`config.mk`:
```
export PLATFORM = sky130hd
export DESIGN_NAME = rom_fetch
export DESIGN_NICKNAME = d
export VERILOG_FILES = /design/src/rtl/fetch_defs.sv /design/src/rtl/fetch_fifo2.sv /design/src/rtl/rom_fetch.sv
export SDC_FILE = /design/constraint.sdc
export NUM_CORES = 1
export LEC_CHECK = 0
export ABC_AREA = 1
export BUFFER_PORTS_ARGS = -buffer_cell sky130_fd_sc_hd__buf_2
export CAP_MARGIN = 20
export CELL_PAD_IN_SITES_DETAIL_PLACEMENT = 0
export CELL_PAD_IN_SITES_GLOBAL_PLACEMENT = 1
export CORE_ASPECT_RATIO = 0.7
export CORE_MARGIN = 2
export CORE_UTILIZATION = 36
export DETAILED_ROUTE_END_ITERATION = 8
export PLACE_DENSITY_LB_ADDON = 0.1
export SETUP_SLACK_MARGIN = 0.15
export SLEW_MARGIN = 20
export SYNTH_ARGS = -nofsm -noshare
export SYNTH_HDL_FRONTEND = slang
export SYNTH_SLANG_ARGS = --single-unit
```
`constraint.sdc`:
```
create_clock -name clk -period 1.5 [get_ports clk]
set_input_delay 0.3 -clock clk [delete_from_list [all_inputs] [get_ports clk]]
set_output_delay 0.3 -clock clk [all_outputs]
set_load 0.05 [all_outputs]
```
`src/rtl/fetch_defs.sv`:
```
// Shared constants for the instruction-fetch front-end.
package fetch_defs;

  localparam int ROM_ADDR_WIDTH = 8;
  localparam int INST_WIDTH     = 32;
  localparam int RESET_PC       = 0;

  // Buffer entry layout is {pc, data}: pc in the upper bits, data in the lower.
  localparam int ENTRY_WIDTH    = ROM_ADDR_WIDTH + INST_WIDTH;
  localparam int ENTRY_PC_LSB   = INST_WIDTH;

endpackage

```
`src/rtl/fetch_fifo2.sv`:
```
// Two-entry shift FIFO holding fetched {pc, data} words.
// Entry 0 is always the head. Flush clears occupancy only; the stored
// words are left in place so the head output holds its last value.
module fetch_fifo2
  import fetch_defs::*;
#(
  parameter int W = ENTRY_WIDTH
) (
  input  logic         clk,
  input  logic         rst_n,
  input  logic         i_flush,
  input  logic         i_push,
  input  logic         i_pop,
  input  logic [W-1:0] i_data,
  output logic [W-1:0] o_head,
  output logic [1:0]   o_count
);

  logic [W-1:0] r_e0;
  logic [W-1:0] r_e1;
  logic [1:0]   r_count;
  logic         w_pop;

  // A pop on an empty buffer is ignored.
  assign w_pop   = i_pop & (r_count != 2'd0);
  assign o_head  = r_e0;
  assign o_count = r_count;

  // Occupancy and storage update; flush wins over push and pop.
  always_ff @(posedge clk or negedge rst_n) begin
    if (!rst_n) begin
      r_count <= 2'd0;
      r_e0    <= '0;
      r_e1    <= '0;
    end else if (i_flush) begin
      r_count <= 2'd0;
    end else begin
      case ({i_push, w_pop})
        2'b10: begin
          if (r_count == 2'd0) r_e0 <= i_data;
          else                 r_e1 <= i_data;
          r_count <= r_count + 2'd1;
        end
        2'b01: begin
          if (r_count == 2'd2) r_e0 <= r_e1;
          r_count <= r_count - 2'd1;
        end
        2'b11: begin
          if (r_count == 2'd2) begin
            r_e0 <= r_e1;
            r_e1 <= i_data;
          end else begin
            r_e0 <= i_data;
          end
        end
        default: begin
          r_count <= r_count;
        end
      endcase
    end
  end

endmodule

```
`src/rtl/rom_fetch.sv`:
```
// Instruction fetch front-end for a synchronous 1-cycle-latency program ROM.
// Handshake: a word transfers to decode on a rising edge where inst_valid
// and inst_ready are both high and redirect_valid is low; inst_data/inst_pc
// are stable while inst_valid is high and not accepted. A redirect flushes
// the buffer and the in-flight read and restarts fetch at redirect_addr.
module rom_fetch
  import fetch_defs::*;
#(
  parameter int                    ADDR_WIDTH = ROM_ADDR_WIDTH,
  parameter int                    DATA_WIDTH = INST_WIDTH,
  parameter logic [ADDR_WIDTH-1:0] START_ADDR = ADDR_WIDTH'(RESET_PC)
) (
  input  logic                  clk,
  input  logic                  reset_n,
  output logic [ADDR_WIDTH-1:0] rom_addr,
  input  logic [DATA_WIDTH-1:0] rom_data,
  input  logic                  redirect_valid,
  input  logic [ADDR_WIDTH-1:0] redirect_addr,
  output logic                  inst_valid,
  input  logic                  inst_ready,
  output logic [DATA_WIDTH-1:0] inst_data,
  output logic [ADDR_WIDTH-1:0] inst_pc,
  output logic [1:0]            dbg_count
);

  localparam int EW = ADDR_WIDTH + DATA_WIDTH;

  logic [ADDR_WIDTH-1:0] r_fetch_pc;
  logic [ADDR_WIDTH-1:0] r_req_pc;
  logic                  r_req_valid;

  logic [1:0]            w_count;
  logic [EW-1:0]         w_head;
  logic                  w_pop;
  logic                  w_issue;
  logic [2:0]            w_occ;

  // Words buffered plus the one in flight; issuing is allowed only if the
  // total after this cycle's pop leaves room for the new request.
  assign w_pop   = inst_valid & inst_ready & ~redirect_valid;
  assign w_occ   = {1'b0, w_count} + {2'b00, r_req_valid};
  assign w_issue = ~redirect_valid & (w_occ < (3'd2 + {2'b00, w_pop}));

  assign rom_addr   = r_fetch_pc;
  assign inst_valid = (w_count != 2'd0);
  assign inst_pc    = w_head[EW-1:DATA_WIDTH];
  assign inst_data  = w_head[DATA_WIDTH-1:0];
  assign dbg_count  = w_count;

  // PC and in-flight request tracking; redirect overrides issue.
  always_ff @(posedge clk or negedge reset_n) begin
    if (!reset_n) begin
      r_fetch_pc  <= START_ADDR;
      r_req_pc    <= '0;
      r_req_valid <= 1'b0;
    end else if (redirect_valid) begin
      r_fetch_pc  <= redirect_addr;
      r_req_valid <= 1'b0;
    end else if (w_issue) begin
      r_req_valid <= 1'b1;
      r_req_pc    <= r_fetch_pc;
      r_fetch_pc  <= r_fetch_pc + {{(ADDR_WIDTH-1){1'b0}}, 1'b1};
    end else begin
      r_req_valid <= 1'b0;
    end
  end

  fetch_fifo2 #(
    .W(EW)
  ) u_fifo (
    .clk     (clk),
    .rst_n   (reset_n),
    .i_flush (redirect_valid),
    .i_push  (r_req_valid),
    .i_pop   (w_pop),
    .i_data  ({r_req_pc, rom_data}),
    .o_head  (w_head),
    .o_count (w_count)
  );

endmodule

```
==> results of run 1 <==
## critical path, delay by kind of cell (launching register included)
kind	cells	cell delay, ps
adders and majority gates	2	460
and+or+nand+nor	5	390
DFF	1	550
## where the power goes
part / internal [mW] / total, mW / switching, mW
Combinational: 2.52 / 7.50 / 4.98
Clock: 1.31 / 2.35 / 1.04
Sequential: 3.89 / 4.65 / 0.756
Total: 7.72 / 14.5 / 6.78
## flip-flops by register name, indices dropped and copies added (netlist names)
signal / count
u_fifo.o_head: 40
u_fifo.o_count: 2
r_req_valid: 1
rom_addr: 8
u_fifo.r_e1: 40
r_req_pc: 8
## what timing repair did
| action | in CTS | in global routing |
|---|---|---|
| pin swaps | 4 | 12 |
| setup buffers | 10 | 5 |
| setup endpoints to repair | 101 | 109 |
| gates resized for setup | 87 | 57 |
| gates cloned | 4 | 14 |
| hold endpoints to repair | 16 | 0 |
| hold buffers | 1 | 0 |
## Yosys cell counts (3+ instances only)
cell      number
inv_2          3
o21ai_0       27
nand2_1      223
ha_1           3
nand3_1       22
buf_2         10
o21ai_2       16
a21oi_1       39
o21ai_1       10
dfrtp_1       99
clkbuf_1       7
buf_6          7
inv_1         53
nand2_2       14
nor2_1        45
## area by class of cell
| cell class | count | area, µm² |
|---|---|---|
| Fill cell | 1192 | 5780 |
| Sequential cell | 99 | 2490 |
| Multi-Input combinational cell | 408 | 2240 |
| Timing Repair Buffer | 149 | 1350 |
| Clock buffer | 11 | 233 |
| Inverter | 56 | 228 |
| Tap cell | 162 | 203 |
| Clock inverter | 5 | 62.6 |
## how the worst max path moves through the flow
stage,startpoint,endpoint,cells after the start
finish,u_fifo.o_count[0]$_DFFE_PN0P_,rom_addr[2]$_DFFE_PN0P_,7
global route,u_fifo.o_count[1]$_DFFE_PN0P_,u_fifo.o_head[5]$_DFFE_PN0P_,9
CTS,u_fifo.o_count[1]$_DFFE_PN0P_,inst_valid,3
detailed placement,u_fifo.o_count[0]$_DFFE_PN0P_,r_req_pc[2]$_DFFE_PN0P_,7
global placement,u_fifo.o_count[0]$_DFFE_PN0P_,r_req_pc[1]$_DFFE_PN0P_,7
floorplan,u_fifo.o_count[0]$_DFFE_PN0P_,r_req_pc[6]$_DFFE_PN0P_,7
## metal layers
layer	global-route usage (%)	vias to the layer above	part of all wire, %
li1	-	2118	-
met1	26.0	2053	50
met2	28.9	85	45
met3	3.85	11	3.5
met4	3.92	0	0.96
met5	0	-	0
## cell families (layout without fill, tap and decap cells)
group / after synthesis / count (layout) / share of synthesized area, %
flops: 99 / 99 / 52.5
fa+ha+maj: 3 / 3 / 0.796
xor+xnor: 1 / 1 / 0.186
simple gates: 309 / 310 / 26.6
buf+inv: 85 / 221 / 8.33
compound gates: 94 / 94 / 11.5
==> metrics.md, run 1 <==
| Metric | Value |
|---|---|
| R2R cell count | `7` |
| Syn Nets | `638` |
| H-Tree Depth | `3` |
| Failing checks | `setup timing` |
| Residual DRC | `0` |
| CP Max Fanout | `8` |
| Fin crit share | `102%` |
| DRT Pass-1 Iters | `4` |
| Clock buffer depth | `2` |
| CTS tree | `built` |
| Die width | `141 µm` |
| Layout cells sized above 1 | `39.6%` |
| Leak pwr | `3.58 nW` |
| EDFF count, synth | `0` |
| Synth area leaders | `dfrtp_1 53%, nand2_1 18%, inv_1 4.2%` |
| Asr flop ratio synth | `100%` |
| Die height | `99.8 µm` |
| CTS Buf Count | `9` |
| CP peak stage delay | `550 ps` |
| Core Rows | `34` |
| Reg2Reg Launch Point | `u_fifo.o_count[0]$_DFFE_PN0P_` |
| CP endpoint kind | `register` |
| PD cells | `2130 mW/mm²` |
| GPL Wtd Cong | `0.752` |
| Peak supply drop | `1.13 mV` |
| Cell area after layout | `0.00681 mm²` |
| Relative slew slack | `76.4%` |
| R2r endpoint | `rom_addr[2]$_DFFE_PN0P_` |
| Core area | `0.0126 mm²` |
| First-pass GRT wire length | `20300 µm` |
| Core Util, Final | `54.1%` |
| Worst-Skew Late Latency | `350 ps` |
| Initial core utilization | `37.5%` |
| Cell area after synthesis | `0.00472 mm²` |
| Vias in the first global route | `4052` |
| WL final | `13700 µm` |
| Slowest stage cell, crit path | `dfrtp_4` |
| DR iter-0 viols | `215` |
| Fmax | `655 MHz` |
| Min-delay src | `rom_data[0]` |
| Critical path type | `register to register` |
| WL per Instance | `15.4 µm` |
| Placed Area | `0.00555 mm²` |
| Setup ws final | `-26.0 ps` |
| Initial antenna violation count | `0` |
| Placed cell count | `840` |
| Req. time, crit path | `1730 ps` |
| Post-synthesis sequential area ratio | `52.5%` |
| Synth area leader | `dfrtp_1` |
| All-Layer GR Usage | `18.2%` |
| Run status | `finished, violations left` |
| PortBufs | `94` |
| Worst Hold Depth | `3` |
| Post-Syn Area per Cell | `7.98 µm²` |
| Largest net degree at the start of global routing | `47` |
| Vias/cell | `4.79` |
| Max-Cap Viols | `0` |
| Worst R2R Setup Slack | `-30 ps` |
| Worst-path clk slew | `80 ps` |
| Most used DFF post-synth | `dfrtp_1` |
| Syn. warnings | `0` |
| Most frequent cells in the layout | `191 x nand2_1, 92 x dfrtp_1, 82 x buf_2` |
| Final hold vios | `0` |
| CP cell instances | `ha_4, ha_4, nand2_8, nand2_8, nand2_8, nand2_2, nand2_1` |
| I/O pin count | `95` |
| Setup Skew | `15.6 ps` |
| Worst-Margin Slew | `350 ps` |
| Total grt overflow | `0` |
| Setup tns final | `-220 ps` |
| Most common cell on crit path | `nand2_8` |
| Final min period | `1530 ps` |
| Hold Slack | `207 ps` |
| Synth Register Bits | `99` |
| Cells after Synth | `591` |
| Clock Sinks | `99` |
| NumNets Final | `770` |
| Yosys top cell area share | `52.5%` |
| Place WS | `-30.4 ps` |
| DP HPWL | `7740 µm` |
| Vias | `4267` |
| Worst Path Arrival | `1750 ps` |
| CTS root buf | `clkbuf_16` |
| Slew Limit Fails | `0` |
| Commonest non-fill, non-tap cell in the layout | `nand2_1` |
| Unrepaired setup endpoints after global routing | `yes` |
| Final setup vio count | `20` |
| Die area | `0.0140 mm²` |
| Pwr Total | `14.5 mW` |
| Critical path startpoint category | `register` |
| Netlist cell types | `26` |
| Hold EP | `u_fifo.r_e1[0]$_DFFE_PN0P_` |
| Area growth syn-to-layout | `44.4%` |
| Routed Antenna Nets | `0` |
| Min-delay worst type | `input port to register` |
| Ant diodes | `0` |
| Non-filler cells in the finished layout | `890` |
(Power assumes the default switching activity.)
==> inputs of run 2 (changes only) <==
CORE_UTILIZATION = 38   (was 36)
CTS_BUF_LIST = sky130_fd_sc_hd__clkbuf_2   (was default)
==> run 2 against run 1 <==
Net effect:
- critical path type unchanged
- register-to-register slack worse by 260 ps
- largest cell class is now multi-input gates
- via count is 8.5% higher
- highest routed layer unchanged
- worst hold slack worse by 170 ps
- die area is 5.1% lower
- the flow still finishes with violations (setup timing)
- cell area is 21% higher
==> metrics.md, run 2 (synthesized netlist as in run 1, its figures left out) <==
| Metric | Value |
|---|---|
| GPL Wtd Cong | `0.779 (was 0.752)` |
| PD cells | `1880 mW/mm² (was 2130 mW/mm²)` |
| DR iter-0 viols | `210 (was 215)` |
| Place WS | `-11.2 ps (was -30.4 ps)` |
| Global routing's busiest layer | `met2 (unchanged)` |
| Worst Path Arrival | `2330 ps (was 1750 ps)` |
| Req. time, crit path | `2040 ps (was 1730 ps)` |
| Fmax | `559 MHz (was 655 MHz)` |
| CTS tree | `built (unchanged)` |
| Clock Sinks | `99 (unchanged)` |
| Worst-path clk slew | `270 ps (was 80 ps)` |
| GR Util met1 | `32.1% (was 26.0%)` |
| Run status | `finished, violations left (unchanged)` |
| Residual DRC | `0 (unchanged)` |
| R2R cell count | `8 (was 7)` |
| Grt met2 use | `34.9% (was 28.9%)` |
| CTS root buf | `clkbuf_2 (was clkbuf_16)` |
| Routed Antenna Nets | `0 (unchanged)` |
| Fin crit share | `119% (was 102%)` |
| Worst Hold Depth | `5 (was 3)` |
| R2r endpoint | `r_req_pc[4]$_DFFE_PN0P_ (was rom_addr[2]$_DFFE_PN0P_)` |
| Setup ws final | `-289 ps (was -26.0 ps)` |
| DRT Pass-1 Iters | `4 (unchanged)` |
| WL per Instance | `15.2 µm (was 15.4 µm)` |
| PortBufs | `94 (unchanged)` |
| Vias in the first global route | `4594 (was 4052)` |
| Leak pwr | `4.09 nW (was 3.58 nW)` |
| Critical path startpoint category | `register (unchanged)` |
| Vias | `4631 (was 4267)` |
| Ant diodes | `0 (unchanged)` |
| Min-delay src | `redirect_addr[2] (was rom_data[0])` |
| First-pass GRT wire length | `23300 µm (was 20300 µm)` |
| Max-Cap Viols | `0 (unchanged)` |
| Worst-Margin Slew | `358 ps (was 350 ps)` |
| Cell area after layout | `0.00821 mm² (was 0.00681 mm²)` |
| Final min period | `1790 ps (was 1530 ps)` |
| Hold Slack | `40.9 ps (was 207 ps)` |
| Reg area | `0.00249 mm² (about the same)` |
| Die width | `137 µm (was 141 µm)` |
| Setup Skew | `35.2 ps (was 15.6 ps)` |
| Min-delay worst type | `input port to register (unchanged)` |
| Failing checks | `setup timing (unchanged)` |
| DP HPWL | `7640 µm (was 7740 µm)` |
| Most frequent cells in the layout | `185 x nand2_1, 94 x dfrtp_1, 59 x buf_6 (was 191 x nand2_1, 92 x dfrtp_1, 82 x buf_2)` |
| CP Max Fanout | `8 (unchanged)` |
| Placed Area | `0.00558 mm² (was 0.00555 mm²)` |
| Total grt overflow | `0 (unchanged)` |
| Layout cells sized above 1 | `49.1% (was 39.6%)` |
| Worst R2R Setup Slack | `-290 ps (was -30 ps)` |
| Core area | `0.0123 mm² (was 0.0126 mm²)` |
| Pwr Total | `15.5 mW (was 14.5 mW)` |
| Multi-input logic area | `0.00266 mm² (was 0.00224 mm²)` |
| Critical path type | `register to register (unchanged)` |
| Hold EP | `rom_addr[2]$_DFFE_PN0P_ (was u_fifo.r_e1[0]$_DFFE_PN0P_)` |
| Relative slew slack | `76.1% (was 76.4%)` |
| Final setup vio count | `131 (was 20)` |
| Die height | `97.2 µm (was 99.8 µm)` |
| Initial core utilization | `38.5% (was 37.5%)` |
| Core Util, Final | `67.0% (was 54.1%)` |
| Commonest non-fill, non-tap cell in the layout | `nand2_1 (unchanged)` |
| Largest net degree at the start of global routing | `32 (was 47)` |
| Unrepaired setup endpoints after global routing | `yes (unchanged)` |
| I/O pin count | `95 (unchanged)` |
| Die area | `0.0133 mm² (was 0.0140 mm²)` |
| All-Layer GR Usage | `22.4% (was 18.2%)` |
| Clock buffer depth | `2 (unchanged)` |
| Core Rows | `34 (unchanged)` |
| Worst-Skew Late Latency | `600 ps (was 350 ps)` |
| Area growth syn-to-layout | `74.1% (was 44.4%)` |
| M3 GR Usage | `4.49% (was 3.85%)` |
| CTS Buf Count | `9 (unchanged)` |
| Slew Limit Fails | `0 (unchanged)` |
| Initial antenna violation count | `0 (unchanged)` |
| CP endpoint kind | `register (unchanged)` |
| Vias/cell | `4.81 (was 4.79)` |
| Final hold vios | `0 (unchanged)` |
| Reg2Reg Launch Point | `u_fifo.o_count[0]$_DFFE_PN0P_ (unchanged)` |
| NumNets Final | `842 (was 770)` |
| H-Tree Depth | `3 (unchanged)` |
| Filler cells | `968 (was 1192)` |
| WL final | `14600 µm (was 13700 µm)` |
| Peak supply drop | `1.06 mV (was 1.13 mV)` |
## run 2: timing repair
action | 4_1_cts | 5_1_grt
hold buffers | 40 | 0
endpoints found under the hold margin | 150 | 0
pin swaps | 26 | 43
gates resized for setup | 271 | 98
gates cloned | 16 | 5
endpoints found under the setup margin | 139 | 150
buffers inserted | 38 | 7
## run 2: how the worst max path moves through the flow
| stage | start | to | slack, ps |
|---|---|---|---|
| after global routing | u_fifo.o_count[0]$_DFFE_PN0P_ | u_fifo.o_head[1]$_DFFE_PN0P_ | -360 |
| after CTS | u_fifo.o_count[1]$_DFFE_PN0P_ | inst_valid | -250 |
| after detailed placement | u_fifo.o_count[0]$_DFFE_PN0P_ | r_req_pc[2]$_DFFE_PN0P_ | -10 |
| after floorplan | u_fifo.o_count[0]$_DFFE_PN0P_ | r_req_pc[6]$_DFFE_PN0P_ | -8 |
| after global placement | u_fifo.o_count[0]$_DFFE_PN0P_ | r_req_pc[1]$_DFFE_PN0P_ | 5 |
| final | u_fifo.o_count[0]$_DFFE_PN0P_ | r_req_pc[4]$_DFFE_PN0P_ | -290 |
## run 2: final cells by class
type                            count  area share (%)
Timing Repair Buffer              222            31.0
Sequential cell                    99            30.3
Inverter                           56            2.68
Multi-Input combinational cell    407            32.4
Clock inverter                      5           0.488
Tap cell                          162            2.47
Clock buffer                       11           0.670
## run 2: per-stage QoR
step,std cells,setup TNS [ps]
6_report,962,-17100
5_1_grt,962,-27370
4_1_cts,950,-17000
3_5_place_dp,840,-18.1
3_3_place_gp,840,0
2_1_floorplan,591,-26.4
## run 2: power by group
group | total, mW | internal (mW) | switching, mW | leakage, nW
Clock | 1.20 | 0.239 | 0.962 | 0.0548
Sequential | 4.69 | 3.87 | 0.827 | 1.16
Combinational | 9.56 | 4.01 | 5.55 | 2.87
Total | 15.5 | 8.11 | 7.34 | 4.09
## run 2: critical path, cell delays in order (launching register included)
cell and delay (ps):
dfrtp_4 570, buf_6 140, buf_6 130, ha_4 160
ha_4 210, nand2_4 90, nand3_4 150, buf_12 190
o21ai_2 120
## run 2: metal layers
metal / vias up / part of all wire (%)
li1: 2268 / -
met3: 20 / 4.6
met1: 2246 / 48
met2: 97 / 46
met4: 0 / 1.6
met5: - / 0
==> inputs of run 3 (changes only) <==
CTS_CLUSTER_SIZE = 20   (was default)
SKIP_CTS_REPAIR_TIMING = 1   (was default)
==> run 3 against run 2 <==
Net effect:
- the flow still finishes with violations (setup timing)
- clock power hardly changed
- flip-flop and latch count stayed put
- sequential power is 0.9% lower
- die area stayed put
- cell area is 11% lower
- total power is 7.0% lower
- global-route usage is 4.9 points lower
- via count is 4.1% lower
- cell count is 0.73% lower
- non-clock buffer count is 8 lower
- wire length is 5.1% lower
- core utilization is 7.3 points lower
- critical endpoint is now inst_valid
==> metrics.md, run 3 (synthesized netlist as in run 1, its figures left out) <==
| Metric | Value |
|---|---|
| NumNets Final | `835 (was 842)` |
| Worst R2R Setup Slack | `-130 ps (was -290 ps)` |
| Die area | `0.0133 mm² (unchanged)` |
| Final min period | `1730 ps (was 1790 ps)` |
| Placed cell count | `840 (unchanged)` |
| Initial core utilization | `38.5% (unchanged)` |
| Failing checks | `setup timing (unchanged)` |
| Req. time, crit path | `1200 ps (was 2040 ps)` |
| GPL Wtd Cong | `0.779 (unchanged)` |
| Setup Skew | `39.1 ps (was 35.2 ps)` |
| Vias | `4441 (was 4631)` |
| Clock Sinks | `99 (unchanged)` |
| CTS Buf Count | `9 (unchanged)` |
| Worst-Margin Slew | `346 ps (was 358 ps)` |
| Unrepaired setup endpoints after global routing | `yes (unchanged)` |
| WL final | `13900 µm (was 14600 µm)` |
| Slowest stage cell, crit path | `dfrtp_4 (unchanged)` |
| Slew Limit Fails | `0 (unchanged)` |
| Fin crit share | `115% (was 119%)` |
| PD cells | `1960 mW/mm² (was 1880 mW/mm²)` |
| Worst-path clk slew | `250 ps (was 270 ps)` |
| Worst-Skew Late Latency | `600 ps (about the same)` |
| Routed Antenna Nets | `0 (unchanged)` |
| H-Tree Depth | `3 (unchanged)` |
| CP Max Fanout | `5 (was 8)` |
| DRT Pass-1 Iters | `5 (was 4)` |
| Run status | `finished, violations left (unchanged)` |
| Residual DRC | `0 (unchanged)` |
| Clock buffer depth | `2 (unchanged)` |
| CTS root buf | `clkbuf_2 (unchanged)` |
| Peak supply drop | `1.07 mV (was 1.06 mV)` |
| All-Layer GR Usage | `17.5% (was 22.4%)` |
| Area growth syn-to-layout | `55.2% (was 74.1%)` |
| Largest net degree at the start of global routing | `42 (was 32)` |
| Non-filler cells in the finished layout | `955 (was 962)` |
| Commonest non-fill, non-tap cell in the layout | `nand2_1 (unchanged)` |
| Fmax | `579 MHz (was 559 MHz)` |
| CP endpoint kind | `output pin (was register)` |
| Critical path type | `register to output pin (was register to register)` |
| Relative slew slack | `76.9% (was 76.1%)` |
| Leak pwr | `3.85 nW (was 4.09 nW)` |
| DP HPWL | `7640 µm (unchanged)` |
| Core Rows | `34 (unchanged)` |
| Layout cells sized above 1 | `34.0% (was 49.1%)` |
| CTS tree | `built (unchanged)` |
| Die height | `97.2 µm (unchanged)` |
| WL per Instance | `14.5 µm (was 15.2 µm)` |
| Final setup vio count | `92 (was 131)` |
| I/O pin count | `95 (unchanged)` |
| Total grt overflow | `0 (unchanged)` |
| Most frequent cells in the layout | `214 x nand2_1, 92 x dfrtp_1, 56 x buf_6 (was 185 x nand2_1, 94 x dfrtp_1, 59 x buf_6)` |
| Vias in the first global route | `3733 (was 4594)` |
| Setup ws final | `-228 ps (was -289 ps)` |
| Critical path startpoint category | `register (unchanged)` |
| Setup tns final | `-6130 ps (was -17100 ps)` |
| Vias/cell | `4.65 (was 4.81)` |
| PortBufs | `94 (unchanged)` |
| CP cell instances | `inv_6, nand2_8, buf_8 (was buf_6, buf_6, ha_4, ha_4, nand2_4, nand3_4, buf_12, o21ai_2)` |
| Die width | `137 µm (unchanged)` |
| Initial antenna violation count | `0 (unchanged)` |
| Max-Cap Viols | `0 (unchanged)` |
| Final hold vios | `0 (unchanged)` |
| First-pass GRT wire length | `18400 µm (was 23300 µm)` |
| DR iter-0 viols | `169 (was 210)` |
| Ant diodes | `0 (unchanged)` |
| Worst Path Arrival | `1430 ps (was 2330 ps)` |
| CP peak stage delay | `580 ps (was 570 ps)` |
| Core area | `0.0123 mm² (unchanged)` |
| Min-delay worst type | `input port to register (unchanged)` |
run 3: changes by cell type in the layout (fill, tap and decap cells not counted), moves of 8 or more:
cell     change
buf_16      -16
nand3_2      -8
nor2_4      -34
o21ai_2     -20
nand2_1     +29
a21oi_1     +32
nand2_2     -16
nand3_1      +9
a21oi_2     -32
o21ai_1     +11
o21ai_0      +9
nor2_1      +27
nand2_4     -13
run 3: final timing paths:
check	endpoint	cells past startpoint	startpoint
max reg2reg	r_req_pc[5]$_DFFE_PN0P_	8	u_fifo.o_count[0]$_DFFE_PN0P_
max	inst_valid	3	u_fifo.o_count[0]$_DFFE_PN0P_
min	rom_addr[2]$_DFFE_PN0P_	5	redirect_addr[2]
min in group asynchronous	u_fifo.o_head[27]$_DFFE_PN0P_	2	reset_n
max in group asynchronous	rom_addr[5]$_DFFE_PN0P_	3	reset_n
min reg2reg	u_fifo.r_e1[20]$_DFFE_PN0P_	2	u_fifo.r_e1[20]$_DFFE_PN0P_
run 3: metrics by stage:
step	setup slack [ps]	cell area (µm²)	total power, mW	hold slack [ps]	utilization, %
finish	-228	7320	14.4	49.1	59.7
global route	-352	7320	15.3	1.68	59.7
CTS	-398	5670	12.0	-489	46.3
detailed placement	-11.2	5580	10.8	235	45.5
global placement	5.20	5580	10.7	238	45.5
floorplan	-7.66	4820	9.21	4.41	-
run 3: routing by layer:
layer / wire [µm] / track usage (%) / vias up
met3: 694 / 5.01 / 12
met1: 6810 / 25.6 / 2090
met5: 0 / 0 / -
met4: 142 / 3.57 / 0
li1: - / - / 2237
met2: 6220 / 25.8 / 102
run 3: power by group:
group / internal, mW / total, mW / switching, mW
logic: 3.51 / 8.55 / 5.04
registers: 3.87 / 4.65 / 0.779
clock network: 0.238 / 1.17 / 0.934
total: 7.62 / 14.4 / 6.75
run 3: cell type report:
class / count / area (µm²)
clock buffers: 11 / 55.1
clock inverters: 5 / 40.0
fillers: 1073 / 4930
inverters: 56 / 228
multi-input cells: 408 / 2060
flip-flops and latches: 99 / 2490
well taps: 162 / 203
repair buffers: 214 / 2240
run 3: worst max-delay path: cells and delay by family (launching register included):
kind                   cells  cell delay, ps
flip-flops                 1             580
buffers and inverters      2             230
AND/OR/NAND/NOR            1              50
